[src/rtl/alu_stack_ctrl.sv]
// Stack-machine sequencer: pops operands from a synchronous stack RAM, runs them
// through the external 16-bit ALU, writes the result back and keeps SP and flags.
module alu_stack_ctrl #(
    parameter int AW = 8
) (
    input  logic          clk_i,
    input  logic          reset_i,
    input  logic          start_i,
    input  logic [3:0]    op_i,
    input  logic          push_i,
    input  logic [15:0]   push_data_i,
    output logic          busy_o,
    output logic          done_o,
    output logic          err_o,
    output logic          zero_o,
    output logic          ovf_o,
    output logic [AW:0]   sp_o,
    output logic [AW-1:0] stack_addr_o,
    output logic          stack_we_o,
    output logic [15:0]   stack_wr_data_o,
    input  logic [15:0]   stack_rd_data_i,
    output logic [15:0]   alu_a_o,
    output logic [15:0]   alu_b_o,
    output logic [3:0]    alu_op_o,
    input  logic [15:0]   alu_s_i,
    input  logic          alu_zero_i,
    input  logic          alu_ofl_i
);

    typedef enum logic [2:0] {IDLE, RD1, RD2, EXEC, WB, ERR} state_t;

    function automatic logic is_binary(input logic [3:0] op);
        return op <= 4'b0110;
    endfunction

    function automatic logic is_unary(input logic [3:0] op);
        return (op == 4'b0111) || (op == 4'b1001);
    endfunction

    state_t        state_q;
    logic [AW:0]   sp_q;
    logic [3:0]    op_q;
    logic [AW-1:0] addr_q;
    logic          we_q;
    logic [15:0]   wr_data_q;
    logic [15:0]   alu_a_q;
    logic [15:0]   alu_b_q;
    logic [3:0]    alu_op_q;
    logic          zf_q;
    logic          of_q;
    logic          zero_q;
    logic          ovf_q;
    logic          done_q;
    logic          err_q;

    logic [AW-1:0] sp_lo;
    logic          sp_full;
    logic          push_acc;
    logic          start_bad;

    assign sp_lo     = sp_q[AW-1:0];
    assign sp_full   = sp_q[AW];
    assign push_acc  = (state_q == IDLE) && push_i && !start_i && !sp_full;
    assign start_bad = (!is_binary(op_i) && !is_unary(op_i))
                     || (is_binary(op_i) && (sp_q < (AW+1)'(2)))
                     || (is_unary(op_i) && (sp_q == '0));

    always_ff @(posedge clk_i) begin
        if (reset_i) begin
            state_q   <= IDLE;
            sp_q      <= '0;
            op_q      <= '0;
            addr_q    <= '0;
            we_q      <= 1'b0;
            wr_data_q <= '0;
            alu_a_q   <= '0;
            alu_b_q   <= '0;
            alu_op_q  <= '0;
            zf_q      <= 1'b0;
            of_q      <= 1'b0;
            zero_q    <= 1'b0;
            ovf_q     <= 1'b0;
            done_q    <= 1'b0;
            err_q     <= 1'b0;
        end else begin
            done_q <= 1'b0;
            err_q  <= 1'b0;
            we_q   <= 1'b0;
            unique case (state_q)
                IDLE: begin
                    if (start_i) begin
                        op_q <= op_i;
                        if (start_bad) begin
                            state_q <= ERR;
                            done_q  <= 1'b1;
                            err_q   <= 1'b1;
                        end else begin
                            state_q <= RD1;
                            addr_q  <= sp_lo - AW'(1);
                        end
                    end else if (push_i) begin
                        if (sp_full) err_q <= 1'b1;
                        else         sp_q  <= sp_q + (AW+1)'(1);
                    end
                end
                RD1: begin
                    if (is_binary(op_q)) begin
                        state_q <= RD2;
                        addr_q  <= sp_lo - AW'(2);
                    end else begin
                        state_q  <= EXEC;
                        alu_b_q  <= '0;
                        alu_op_q <= op_q;
                    end
                end
                RD2: begin
                    // Top of stack arrives first and becomes the B operand.
                    state_q  <= EXEC;
                    alu_b_q  <= stack_rd_data_i;
                    alu_op_q <= op_q;
                end
                EXEC: begin
                    state_q   <= WB;
                    alu_a_q   <= stack_rd_data_i;
                    wr_data_q <= alu_s_i;
                    zf_q      <= alu_zero_i;
                    of_q      <= alu_ofl_i;
                    we_q      <= 1'b1;
                    done_q    <= 1'b1;
                end
                WB: begin
                    state_q <= IDLE;
                    zero_q  <= zf_q;
                    ovf_q   <= of_q;
                    if (is_binary(op_q)) sp_q <= sp_q - (AW+1)'(1);
                end
                ERR: begin
                    state_q <= IDLE;
                end
                default: begin
                    state_q <= IDLE;
                end
            endcase
        end
    end

    // Pushes write at the accepting edge, so the RAM port is steered combinationally in IDLE.
    assign stack_we_o      = (push_acc || we_q) && !reset_i;
    assign stack_addr_o    = push_acc ? sp_lo : addr_q;
    assign stack_wr_data_o = push_acc ? push_data_i : wr_data_q;

    // Operand A is read in the EXEC cycle itself and fed straight to the ALU.
    assign alu_a_o  = (state_q == EXEC) ? stack_rd_data_i : alu_a_q;
    assign alu_b_o  = alu_b_q;
    assign alu_op_o = alu_op_q;

    assign busy_o = (state_q != IDLE);
    assign done_o = done_q;
    assign err_o  = err_q;
    assign zero_o = zero_q;
    assign ovf_o  = ovf_q;
    assign sp_o   = sp_q;

endmodule

[config.mk]
export PLATFORM = sky130hd
export DESIGN_NAME = alu_stack_ctrl
export DESIGN_NICKNAME = d
export VERILOG_FILES = /design/src/rtl/alu_stack_ctrl.sv
export SDC_FILE = /design/constraint.sdc
export NUM_CORES = 1
export LEC_CHECK = 0
export CAP_MARGIN = 20
export CORE_ASPECT_RATIO = 0.75
export CORE_MARGIN = 1.5
export CORE_UTILIZATION = 30
export DETAILED_ROUTE_END_ITERATION = 7
export MAX_ROUTING_LAYER = met4
export SYNTH_ARGS = -nofsm -noshare
export SYNTH_HDL_FRONTEND = slang
export SYNTH_SLANG_ARGS = --single-unit
export TNS_END_PERCENT = 100
[constraint.sdc]
create_clock -name clk_i -period 3.6 [get_ports clk_i]
set_clock_uncertainty 0.1 [all_clocks]
set_input_delay 0.36 -clock clk_i [delete_from_list [all_inputs] [get_ports clk_i]]
set_output_delay 0.36 -clock clk_i [all_outputs]
set_load 0.02 [all_outputs]
==> flow_summary_export.csv <==
group,metric,value,unit
yosys,avgSynthCellArea,8.15,µm²
setup_path,startpoint,"sp_o[8]$_SDFFE_PP0P_",
timing,rsz0062_at_grt,"no",
yosys,synth_edf_count,0,
global_route,antenna_found_initial,0,
floorplanning,rows,35,
setup_path,startpoint_type,"flop",
clock_network,clk_pin_slew_worst_paths,60,ps
setup_path,r2r_start,"sp_o[1]$_SDFFE_PP0P_",
route,drtPass1Iterations,5,
floorplanning,io_pins,133,
clock_network,htree_num_levels,3,
yosys,synthTopCellsByCount,"103 x nand2_1, 83 x dfxtp_1, 56 x a21oi_1",
setup_path,crit_chain,"inv_1 -> nand3_1 -> buf_4 -> mux2_2 -> clkdlybuf4s50_1",
route,vias_per_cell,4.94,
run,maxCapViolCount,0,
final_layout,finalNonFillerCells,769,
yosys,synth_cell_type_count,50,
placed_design,dp_hpwl,8350,µm
setup_path,regToRegSetupSlack,1000,ps
timing,setup_violations,0,
route,routed_wl,11700,µm
clock_network,ctsHoldBuffers,0,
yosys,synth_nets,545,
timing,fmax,322,MHz
global_route,grt_pass1_wl,18500,µm
yosys,syn_inst,481,
yosys,synth.top_cell.area_share,0.424,
clock_network,cts_resized,0,
yosys,yosysSeqAreaShare,0.424,
clock_network,cts_setup_buffers,0,
floorplanning,die_h,102,µm
setup_path,slowest_delay,640,ps
floorplanning,core,12500,µm²
final_layout,drive_gt1_frac,0.0912,
clock_network,clkLatencyLatePin,330,ps
setup_path,end_kind,"output port",
clock_network,clockBufferDepth,2,
timing,finalHoldViolCount,0,
placed_design,gp_congestion,0.890,
setup_path,critPathSlowestCell,"dfxtp_1",
setup_path,r2r-end,"addr_q[4]$_SDFFE_PP0P_",
route,drtIter0Drc,207,
floorplanning,initial_core_util,0.313,
setup_path,worstRegToRegCells,7,
timing,final_max_slew_viol_count,0,
placed_design,port_buffers,132,
yosys,yosysWarnings,0,
setup_path,cp.required,3140,ps
yosys,yosys.cell_count.top_type,"nand2_1",
timing,setup-tns-final,0,ps
clock_network,cts_buffers,9,
setup_path,crit_fanout,31,
min_path,hp-class,"reg -> reg",
yosys,syn-cell-area,3920,µm²
final_layout,nets,662,
clock_network,cts_num_sinks,83,
setup_path,timing.critical_path.to,"stack_wr_data_o[2]",
floorplanning,dieArea,13800,µm²
yosys,synth.area.top_cells,"dfxtp_1 42%, nand2_1 9.9%, a21oi_1 7.1%",
route,wire_per_inst,15.2,µm
route,ant_nets,0,
placed_design,numPlacedInstances,751,
global_route,grt_overflow,0,
setup_path,worstSetupPathType,"reg -> out",
outcome,outcome,"complete, no violations",
power,ir_drop,0.259,mV
global_route,grt_max_degree,84,
yosys,ys_ff_latch,83,
timing,finalCritPeriodShare,0.864,
final_layout,syn_to_final_growth,45.4,%
power,p_leak,2.15,nW
route,drc_errors,0,
timing,fin_crit,3110,ps
setup_path,crit_buf_inv,3,
floorplanning,die_w,135,µm
final_layout,fill_cells,1269,
timing,slew-limit-headroom,0.266,
yosys,async_flop_share,0,
clock_network,cts-root-buf,"clkbuf_16",
global_route,grt.total_usage,0.176,
power,p_per_area,553,nW/µm²
route,dr_total_vias,3801,
yosys,ys.flop_type,"dfxtp_1",
timing,worst_slew_pin_slew,1100,ps
yosys,synth_top_area_cell,"dfxtp_1",
setup_path,worst-path-stages,5,
clock_network,cts_tree,"yes",
setup_path,critical-path-top-delay-family,"buffers and inverters",
final_layout,n_antenna_cell,0,
global_route,grt_pass1_vias,3619,
setup_path,arrival,2650,ps
## state kept, by name, summed over array words and instances, names as in the netlist
name       cells
alu_op_o       4
op_q           4
alu_a_q       16
zero_o         1
zf_q           1
state_q        3
we_q           1
alu_b_o       16
ovf_o          1
done_o         1
sp_o           9
wr_data_q     16
err_o          1
of_q           1
addr_q         8
## report_power, final
group / switching (mW) / internal [mW]
clock: 0.385 / 0.614
sequential: 0.0903 / 1.01
combinational: 0.569 / 0.485
total: 1.04 / 2.11
## metrics by stage
step           setup WS (ps)  power, mW  hold slack [ps]   util  instance area [µm²]
2_1_floorplan           1430       1.76              332      -                 3920
3_3_place_gp             759       2.15              342  0.427                 5350
3_5_place_dp             669       2.16              344  0.427                 5350
4_1_cts                  351       3.18              355  0.453                 5670
5_1_grt                  362       3.33              379  0.455                 5700
6_report                 490       3.15              354  0.455                 5700
## cell type report
cell class / count / area (µm²) / share of cell area
well taps: 166 / 208 / 0.0364
repair buffers: 143 / 1410 / 0.247
flip-flops and latches: 83 / 1660 / 0.292
clock inverters: 7 / 98.8 / 0.0173
clock buffers: 9 / 225 / 0.0395
multi-input cells: 350 / 2050 / 0.360
inverters: 11 / 41.3 / 0.00724
## cells by family (layout without fill, tap and decap cells)
group           after synthesis  after routing  synth area share
simple gates                191            191             0.222
compound gates              115            115             0.183
flops                        83             83             0.424
buf+inv                      48            170            0.0530
mux                          27             27            0.0750
xor+xnor                     11             11            0.0246
fa+ha+maj                     6              6            0.0192
## layout by cell type (no fill, tap or decap), types with 4 or more instances in the layout
cell,n
clkdlybuf4s50_1,131
nand2_1,103
dfxtp_1,83
a21oi_1,55
nor2_1,37
mux2_2,19
o21ai_0,18
a22oi_1,17
inv_1,11
nor3_1,9
clkbuf_16,9
buf_4,9
nand3_1,8
mux2i_1,8
xnor2_1,8
a211oi_1,7
ha_1,6
a311oi_1,5
and2_1,4
or3_1,4
## metal layers
metal,up-vias,GRT usage,share of wire
met2,125,0.270,0.44
met4,0,0.0397,0.010
met1,1768,0.235,0.49
met3,8,0.0432,0.063
met5,-,-,0
li1,1900,-,-
## worst min path at each step
stage,cells past startpoint,end,slack [ps],from
after floorplan,2,ovf_o$_SDFFE_PP0P_,330,of_q$_SDFFE_PP0P_
after global placement,2,wr_data_q[1]$_SDFFE_PP0P_,340,wr_data_q[1]$_SDFFE_PP0P_
after detailed placement,2,wr_data_q[12]$_SDFFE_PP0P_,340,wr_data_q[12]$_SDFFE_PP0P_
after CTS,2,wr_data_q[12]$_SDFFE_PP0P_,350,wr_data_q[12]$_SDFFE_PP0P_
after global routing,2,zf_q$_SDFFE_PP0P_,380,zf_q$_SDFFE_PP0P_
final,2,wr_data_q[12]$_SDFFE_PP0P_,350,wr_data_q[12]$_SDFFE_PP0P_
## tightest hold or removal path: stages (launching register included)
cell and delay (ps):
dfxtp_1 310, nand2_1 50, a21oi_1 50
(Power assumes the default switching activity.)
